**config.mk**
```make
export PLATFORM = sky130hd
export DESIGN_NAME = pipe_stage_reg
export DESIGN_NICKNAME = d
export VERILOG_FILES = /design/src/rtl/pipe_stage_reg.sv
export SDC_FILE = /design/constraint.sdc
export NUM_CORES = 1
export LEC_CHECK = 0
export CAP_MARGIN = 20
export CORE_ASPECT_RATIO = 1.4
export CORE_MARGIN = 4
export CORE_UTILIZATION = 40
export DETAILED_ROUTE_END_ITERATION = 6
export PLACE_DENSITY = 0.82
export SYNTH_ARGS = -nofsm -noshare
export SYNTH_HDL_FRONTEND = slang
export SYNTH_SLANG_ARGS = --single-unit
```
**constraint.sdc**
```tcl
create_clock -name clk -period 8.6 [get_ports clk]
set_input_delay 1.72 -clock clk [delete_from_list [all_inputs] [get_ports clk]]
set_output_delay 1.72 -clock clk [all_outputs]
set_load 0.005 [all_outputs]
```
**src/rtl/pipe_stage_reg.sv**
```systemverilog
// pipe_stage_reg: inter-stage pipeline register chain for the RV32I core.
// Carries a data bundle and a control bundle through DEPTH stages with a
// valid bit each. Stall holds the chain, flush turns every stage into a bubble,
// and occupancy reports how many stages hold a live instruction.
module pipe_stage_reg #(
    parameter int DATA_W     = 96,
    parameter int CTRL_W     = 8,
    parameter int DEPTH      = 1,
    parameter int FLUSH_DATA = 0
) (
    input  logic                       clk,
    input  logic                       reset,
    input  logic                       stall,
    input  logic                       flush,
    input  logic                       in_valid,
    input  logic [DATA_W-1:0]          in_data,
    input  logic [CTRL_W-1:0]          in_ctrl,
    output logic                       out_valid,
    output logic [DATA_W-1:0]          out_data,
    output logic [CTRL_W-1:0]          out_ctrl,
    output logic [$clog2(DEPTH+1)-1:0] occupancy
);

    localparam int OCC_W = $clog2(DEPTH + 1);

    // Stage 0 is the entry stage; stage DEPTH-1 drives the outputs.
    logic [DEPTH-1:0]             vld;
    logic [DEPTH-1:0][CTRL_W-1:0] ctrl_q;
    logic [DEPTH-1:0][DATA_W-1:0] data_q;
    logic [OCC_W-1:0]             occ_cnt;

    // Valid and control: flush kills everything, stall freezes, otherwise shift.
    // Bubbles capture zero control so they can never write state downstream.
    always_ff @(posedge clk or posedge reset) begin
        if (reset) begin
            vld    <= '0;
            ctrl_q <= '0;
        end else if (flush) begin
            vld    <= '0;
            ctrl_q <= '0;
        end else if (!stall) begin
            for (int i = DEPTH - 1; i > 0; i--) begin
                vld[i]    <= vld[i-1];
                ctrl_q[i] <= ctrl_q[i-1];
            end
            vld[0]    <= in_valid;
            ctrl_q[0] <= in_valid ? in_ctrl : '0;
        end
    end

    // Data shifts alongside valid; on flush it is only cleared when FLUSH_DATA
    // is set, otherwise the stale payload is left in place (it is unqualified).
    always_ff @(posedge clk or posedge reset) begin
        if (reset) begin
            data_q <= '0;
        end else if (flush) begin
            if (FLUSH_DATA != 0) begin
                data_q <= '0;
            end
        end else if (!stall) begin
            for (int i = DEPTH - 1; i > 0; i--) begin
                data_q[i] <= data_q[i-1];
            end
            data_q[0] <= in_data;
        end
    end

    // Occupancy is a population count of the current valid bits.
    always_comb begin
        occ_cnt = '0;
        for (int i = 0; i < DEPTH; i++) begin
            occ_cnt = occ_cnt + OCC_W'(vld[i]);
        end
    end

    assign out_valid = vld[DEPTH-1];
    assign out_data  = data_q[DEPTH-1];
    assign out_ctrl  = vld[DEPTH-1] ? ctrl_q[DEPTH-1] : '0;
    assign occupancy = occ_cnt;

endmodule
```
==> results.py, run 1 <==
metrics = {
    "sta": {
        "slew_headroom_pct": 43.61,
        "setup_violations": 0,
        "period_share_pct": 49.89,
        "rsz0062_at_grt": "false",
        "final.setup_skew_ns": 0,
        "whs_ns": 0.5059,
        "report.final.slew_viol_count": 0,
        "tightest_slew_ns": 0.8458,
        "fin_crit_ns": 4.290,
        "fmax_ghz": 0.2331,
        "hold_violations": 0,
        "setup_tns_ns": 0,
    },
    "final_layout": {
        "ff_latch_area_um2": 2628,
        "final_common_cell": "clkdlybuf4s50_1",
        "synthToLayoutAreaGrowth_pct": 57.48,
        "antennaDiodeCount": 0,
        "num-nets-final": 573,
        "n_fill_cell": 759,
        "drive_above_1_share_pct": 24.36,
        "layoutNonFillerInstCount": 606,
        "final_cell_mix": "clkdlybuf4s50_1, dfrtp_1, mux2_2, mux2_4, clkbuf_16",
        "multi_input_area_um2": 1445,
    },
    "worst_setup_path": {
        "cp.required_ns": 8.82,
        "critical_path_arrival_ns": 4.51,
        "cp_max_fo": 55,
        "critPathLaunchType": "input pin",
        "criticalPathCategory": "input pin to flip-flop",
        "critPathCaptureType": "flip-flop",
    },
    "route": {
        "vias": 2808,
        "wire_per_inst_um": 16.78,
        "ant_nets": 0,
        "vias_per_cell": 4.634,
        "drc": 0,
        "wirelength_mm": 10.17,
        "first_pass_iters": 4,
        "drtIter0Drc": 64,
    },
    "cts": {
        "cts_max_level": 3,
        "cts_root_buffer": "clkbuf_16",
        "numClockSinks": 105,
        "cts_tree": "yes",
        "post_cts_buffers": 0,
        "cts_buffers": 9,
        "cts_hold_buf": 0,
        "cts.path.max_buffers": 2,
        "worstSkewPairLatency_ns": 0.33,
        "cts.clk_slew.worst_paths_ns": 0.07,
        "post_cts_resized": 0,
    },
    "pwr": {
        "cellLeakagePower_uw": 0.002812,
        "ir_worst_vdd_v": 0.0001111,
        "powerDensity_nw_per_um2": 193.9,
    },
    "floorplan": {
        "dieWidth_um": 95.11,
        "io_pins": 215,
        "coreArea_um2": 10410,
        "rows": 44,
        "die_height_um": 130.0,
        "dieArea_um2": 12360,
        "initial_core_util_pct": 40.84,
    },
    "global_route": {
        "grt_use_total_pct": 16.31,
        "antenna_found_initial": 0,
        "grt_pass1_vias": 3011,
        "grt_pass1_wl_mm": 15.37,
        "grt_max_degree": 60,
        "grt_overflow": 0,
    },
    "worst_hold_path": {
        "hold_path_class": "flip-flop to flip-flop",
    },
    "logic_synthesis": {
        "yosysSeqAreaShare_pct": 61.84,
        "synthesis.nets": 361,
        "syn_avg_cell_area_um2": 16.86,
        "synthCells": 252,
        "ys.warnings.count": 0,
        "syn-cell-area_um2": 4249,
        "ys_seq_elements": 105,
        "synth_cell_types": 16,
    },
    "outcome": {
        "outcome": "finished, final reports clean",
    },
    "placed_design": {
        "dpl.hpwl_mm": 7.647,
        "place_congestion": 0.7201,
        "place_inst": 591,
        "port_buffers": 214,
    },
    "run": {
        "drv_cap": 0,
    },
}
[worst max-delay path, cell delays in order]
cell and delay, ns:
clkdlybuf4s50_1 0.75, nor2_8 0.82, buf_4 0.74, mux2_2 0.42
[power breakdown]
| part | switching [uW] | total [uW] | internal, uW |
|---|---|---|---|
| Sequential | 37.6 | 600 | 562 |
| Combinational | 87.2 | 315 | 228 |
| Clock | 165 | 383 | 218 |
[kinds of logic after synthesis]
group	share of synthesized area (%)
buf+inv	4.152
flops	61.84
mux	29.21
compound gates	0.9423
simple gates	3.858
[per-layer routing]
metal | GRT usage (%) | vias up | routed length [um]
li1 | - | 1293 | -
met1 | 18.26 | 1387 | 3676
met2 | 28.66 | 119 | 5526
met3 | 5.421 | 9 | 841
met4 | 5.862 | 0 | 124
met5 | 0 | - | 0
[worst paths after layout]
kind | startpoint | end | slack (ns) | cells after the start
worst max-delay path | stall | out_data[88] | 4.31 | 4
worst min-delay path | out_data[85] | out_data[85] | 0.51 | 1
worst max register to register | out_valid | out_valid | 7.76 | 2
worst min register to register | out_data[85] | out_data[85] | 0.51 | 1
max in group asynchronous | reset | out_data[6] | 5.65 | 3
min in group asynchronous | reset | out_data[62] | 1.79 | 2
[synth_stat cells]
library cell	count	share of area, %
nand3b_1	8	1.4
nand2_1	8	0.71
inv_1	1	0.088
nor2_8	1	0.47
buf_4	7	1.2
buf_2	1	0.12
clkbuf_1	1	0.088
dfrtp_1	105	62
and2_1	8	1.2
buf_12	5	2.4
buf_6	1	0.26
mux2_2	56	15
mux2_4	40	14
a21oi_1	8	0.94
mux2i_1	1	0.24
nor2_1	1	0.088
[cell type report]
class	instances	area share, %
Sequential cell	105	39.27
Tap cell	138	2.580
Clock inverter	2	0.1870
Timing Repair Buffer	216	32.24
Clock buffer	13	4.039
Inverter	1	0.09349
Multi-Input combinational cell	131	21.60
[flip-flops by register name (all words and copies together), names as in the netlist]
name and flops:
ctrl_q 8, out_data 96, out_valid 1
[stage by stage]
stage / utilization (%) / total power (uW) / setup slack, ns / cell area (um2)
2_1_floorplan: - / 720.6 / 4.119 / 4249
3_3_place_gp: 61.59 / 918.3 / 4.051 / 6409
3_5_place_dp: 61.59 / 927.0 / 3.945 / 6409
4_1_cts: 64.31 / 1317 / 4.323 / 6691
5_1_grt: 64.31 / 1362 / 4.147 / 6691
6_report: 64.31 / 1298 / 4.310 / 6691
(Power assumes the default switching activity.)
==> run 2: changes to the inputs <==
--- a/config.mk
+++ b/config.mk
@@ -8,9 +8,9 @@
 export CAP_MARGIN = 20
 export CORE_ASPECT_RATIO = 1.4
 export CORE_MARGIN = 4
-export CORE_UTILIZATION = 40
+export CORE_UTILIZATION = 36
 export DETAILED_ROUTE_END_ITERATION = 6
-export PLACE_DENSITY = 0.82
+export PLACE_DENSITY = 0.78
 export SYNTH_ARGS = -nofsm -noshare
 export SYNTH_HDL_FRONTEND = slang
 export SYNTH_SLANG_ARGS = --single-unit
==> constraint.sdc (replaced) <==
create_clock -name clk -period 3.4 [get_ports clk]
set_input_delay 0.68 -clock clk [delete_from_list [all_inputs] [get_ports clk]]
set_output_delay 0.68 -clock clk [all_outputs]
set_load 0.005 [all_outputs]
==> results.py, run 2 (same netlist as run 1, synthesis figures left out) <==
metrics = {
    "outcome": {
        "outcome": "finished, final reports clean",
    },
    "pwr": {
        "powerDensity_nw_per_um2": 481.8,
        "ir_worst_vdd_v": 0.0002367,
        "cellLeakagePower_uw": 0.002817,
    },
    "sta": {
        "setup_violations": 0,
        "hold_violations": 0,
        "slew_headroom_pct": 55.23,
        "tightest_slew_ns": 0.6702,
        "rsz0062_at_grt": "false",
        "report.final.slew_viol_count": 0,
        "finalWorstSetupSlack_ns": 1.081,
        "fmax_ghz": 0.4312,
        "fin_crit_ns": 2.319,
        "setup_tns_ns": 0,
        "whs_ns": 0.5055,
        "period_share_pct": 68.22,
        "final.setup_skew_ns": 0,
    },
    "final_layout": {
        "antennaDiodeCount": 0,
        "drive_above_1_share_pct": 24.84,
        "final_core_util_pct": 58.74,
        "final_cell_mix": "clkdlybuf4s50_1, dfrtp_1, mux2_2, mux2_4, clkbuf_16",
        "layoutNonFillerInstCount": 615,
        "final_common_cell": "clkdlybuf4s50_1",
        "largest_reg_flops": 96,
        "n_fill_cell": 966,
        "synthToLayoutAreaGrowth_pct": 58.33,
        "num-nets-final": 576,
    },
    "worst_setup_path": {
        "critPathLaunchType": "input pin",
        "criticalPathCategory": "input pin to flip-flop",
        "r2r_setup_slack_ns": 2.56,
        "cp_max_fo": 96,
        "critPathCaptureType": "flip-flop",
        "cp.required_ns": 3.61,
        "critical_path_arrival_ns": 2.53,
    },
    "route": {
        "vias": 2831,
        "wire_per_inst_um": 17.19,
        "ant_nets": 0,
        "wirelength_mm": 10.57,
        "drtIter0Drc": 74,
        "first_pass_iters": 4,
        "vias_per_cell": 4.603,
        "drc": 0,
    },
    "placed_design": {
        "place_congestion": 0.7125,
        "dpl.hpwl_mm": 7.909,
        "place_ws_ns": 0.7996,
        "port_buffers": 214,
        "place_inst": 600,
    },
    "cts": {
        "cts_root_buffer": "clkbuf_16",
        "cts.path.max_buffers": 2,
        "cts_hold_buf": 0,
        "cts_max_level": 3,
        "post_cts_buffers": 0,
        "worstSkewPairLatency_ns": 0.33,
        "cts_tree": "yes",
        "numClockSinks": 105,
        "post_cts_resized": 0,
        "cts_buffers": 9,
        "cts.clk_slew.worst_paths_ns": 0.07,
    },
    "floorplan": {
        "rows": 46,
        "dieWidth_um": 99.82,
        "die_height_um": 136.5,
        "dieArea_um2": 13630,
        "coreArea_um2": 11450,
        "initial_core_util_pct": 37.10,
        "io_pins": 215,
    },
    "worst_hold_path": {
        "hold_path_class": "flip-flop to flip-flop",
    },
    "global_route": {
        "grt_max_degree": 97,
        "grt_pass1_wl_mm": 15.98,
        "grt_overflow": 0,
        "grt_use_met1_pct": 15.62,
        "grt_pass1_vias": 3127,
        "grt_util_met3_pct": 5.966,
        "grt.busiest_layer": "met2",
        "grt_use_total_pct": 15.10,
        "grt_util_met2_pct": 27.17,
        "antenna_found_initial": 1,
    },
    "run": {
        "drv_cap": 0,
    },
}
-- run 2: changes by cell type in the layout (fill, tap and decap cells not counted) --
cell | previous run | this run
clkbuf_8 | 3 | 0
buf_12 | 0 | 2
clkinvlp_4 | 1 | 3
buf_4 | 2 | 3
clkinv_2 | 1 | 2
clkinv_4 | 0 | 1
inv_4 | 1 | 0
-- run 2: final cells by class --
class                           instances  area (um2)  area share, %
Clock buffer                           10       229.0          3.403
Inverter                                1       7.507         0.1116
Tap cell                              144       180.2          2.678
Timing Repair Buffer                  219        2205          32.77
Multi-Input combinational cell        131        1445          21.48
Clock inverter                          5       33.78         0.5021
Sequential cell                       105        2628          39.06
-- run 2: worst max-delay path, cell delays in order --
cell,delay (ns)
clkdlybuf4s50_1,0.65
nor2_8,0.21
buf_12,0.40
mux2_2,0.41
-- run 2: report_power, final --
group,total (uW),switching [uW],internal [uW]
clock,920,429,491
combinational,807,226,581
sequential,1510,91.9,1420
-- run 2: final timing paths --
| kind | start | end | depth (start not counted) |
|---|---|---|---|
| setup / recovery | flush | out_data[86] | 4 |
| hold / removal | out_data[94] | out_data[94] | 1 |
| setup reg to reg | out_valid | out_valid | 2 |
| hold reg to reg | out_data[94] | out_data[94] | 1 |
| max in group asynchronous | reset | out_data[23] | 3 |
| min in group asynchronous | reset | out_data[42] | 2 |
-- run 2: metal layers --
layer  wire length, um  part of all wire (%)
met5                13                  0.12
met4               256                   2.4
met3               958                   9.1
met2              5659                    54
met1              3683                    35
-- run 2: through the flow --
stage               cell area [um2]  power [uW]
floorplan                      4253        1823
global placement               6465        2331
detailed placement             6465        2357
CTS                            6728        3302
global route                   6728        3407
finish                         6728        3241
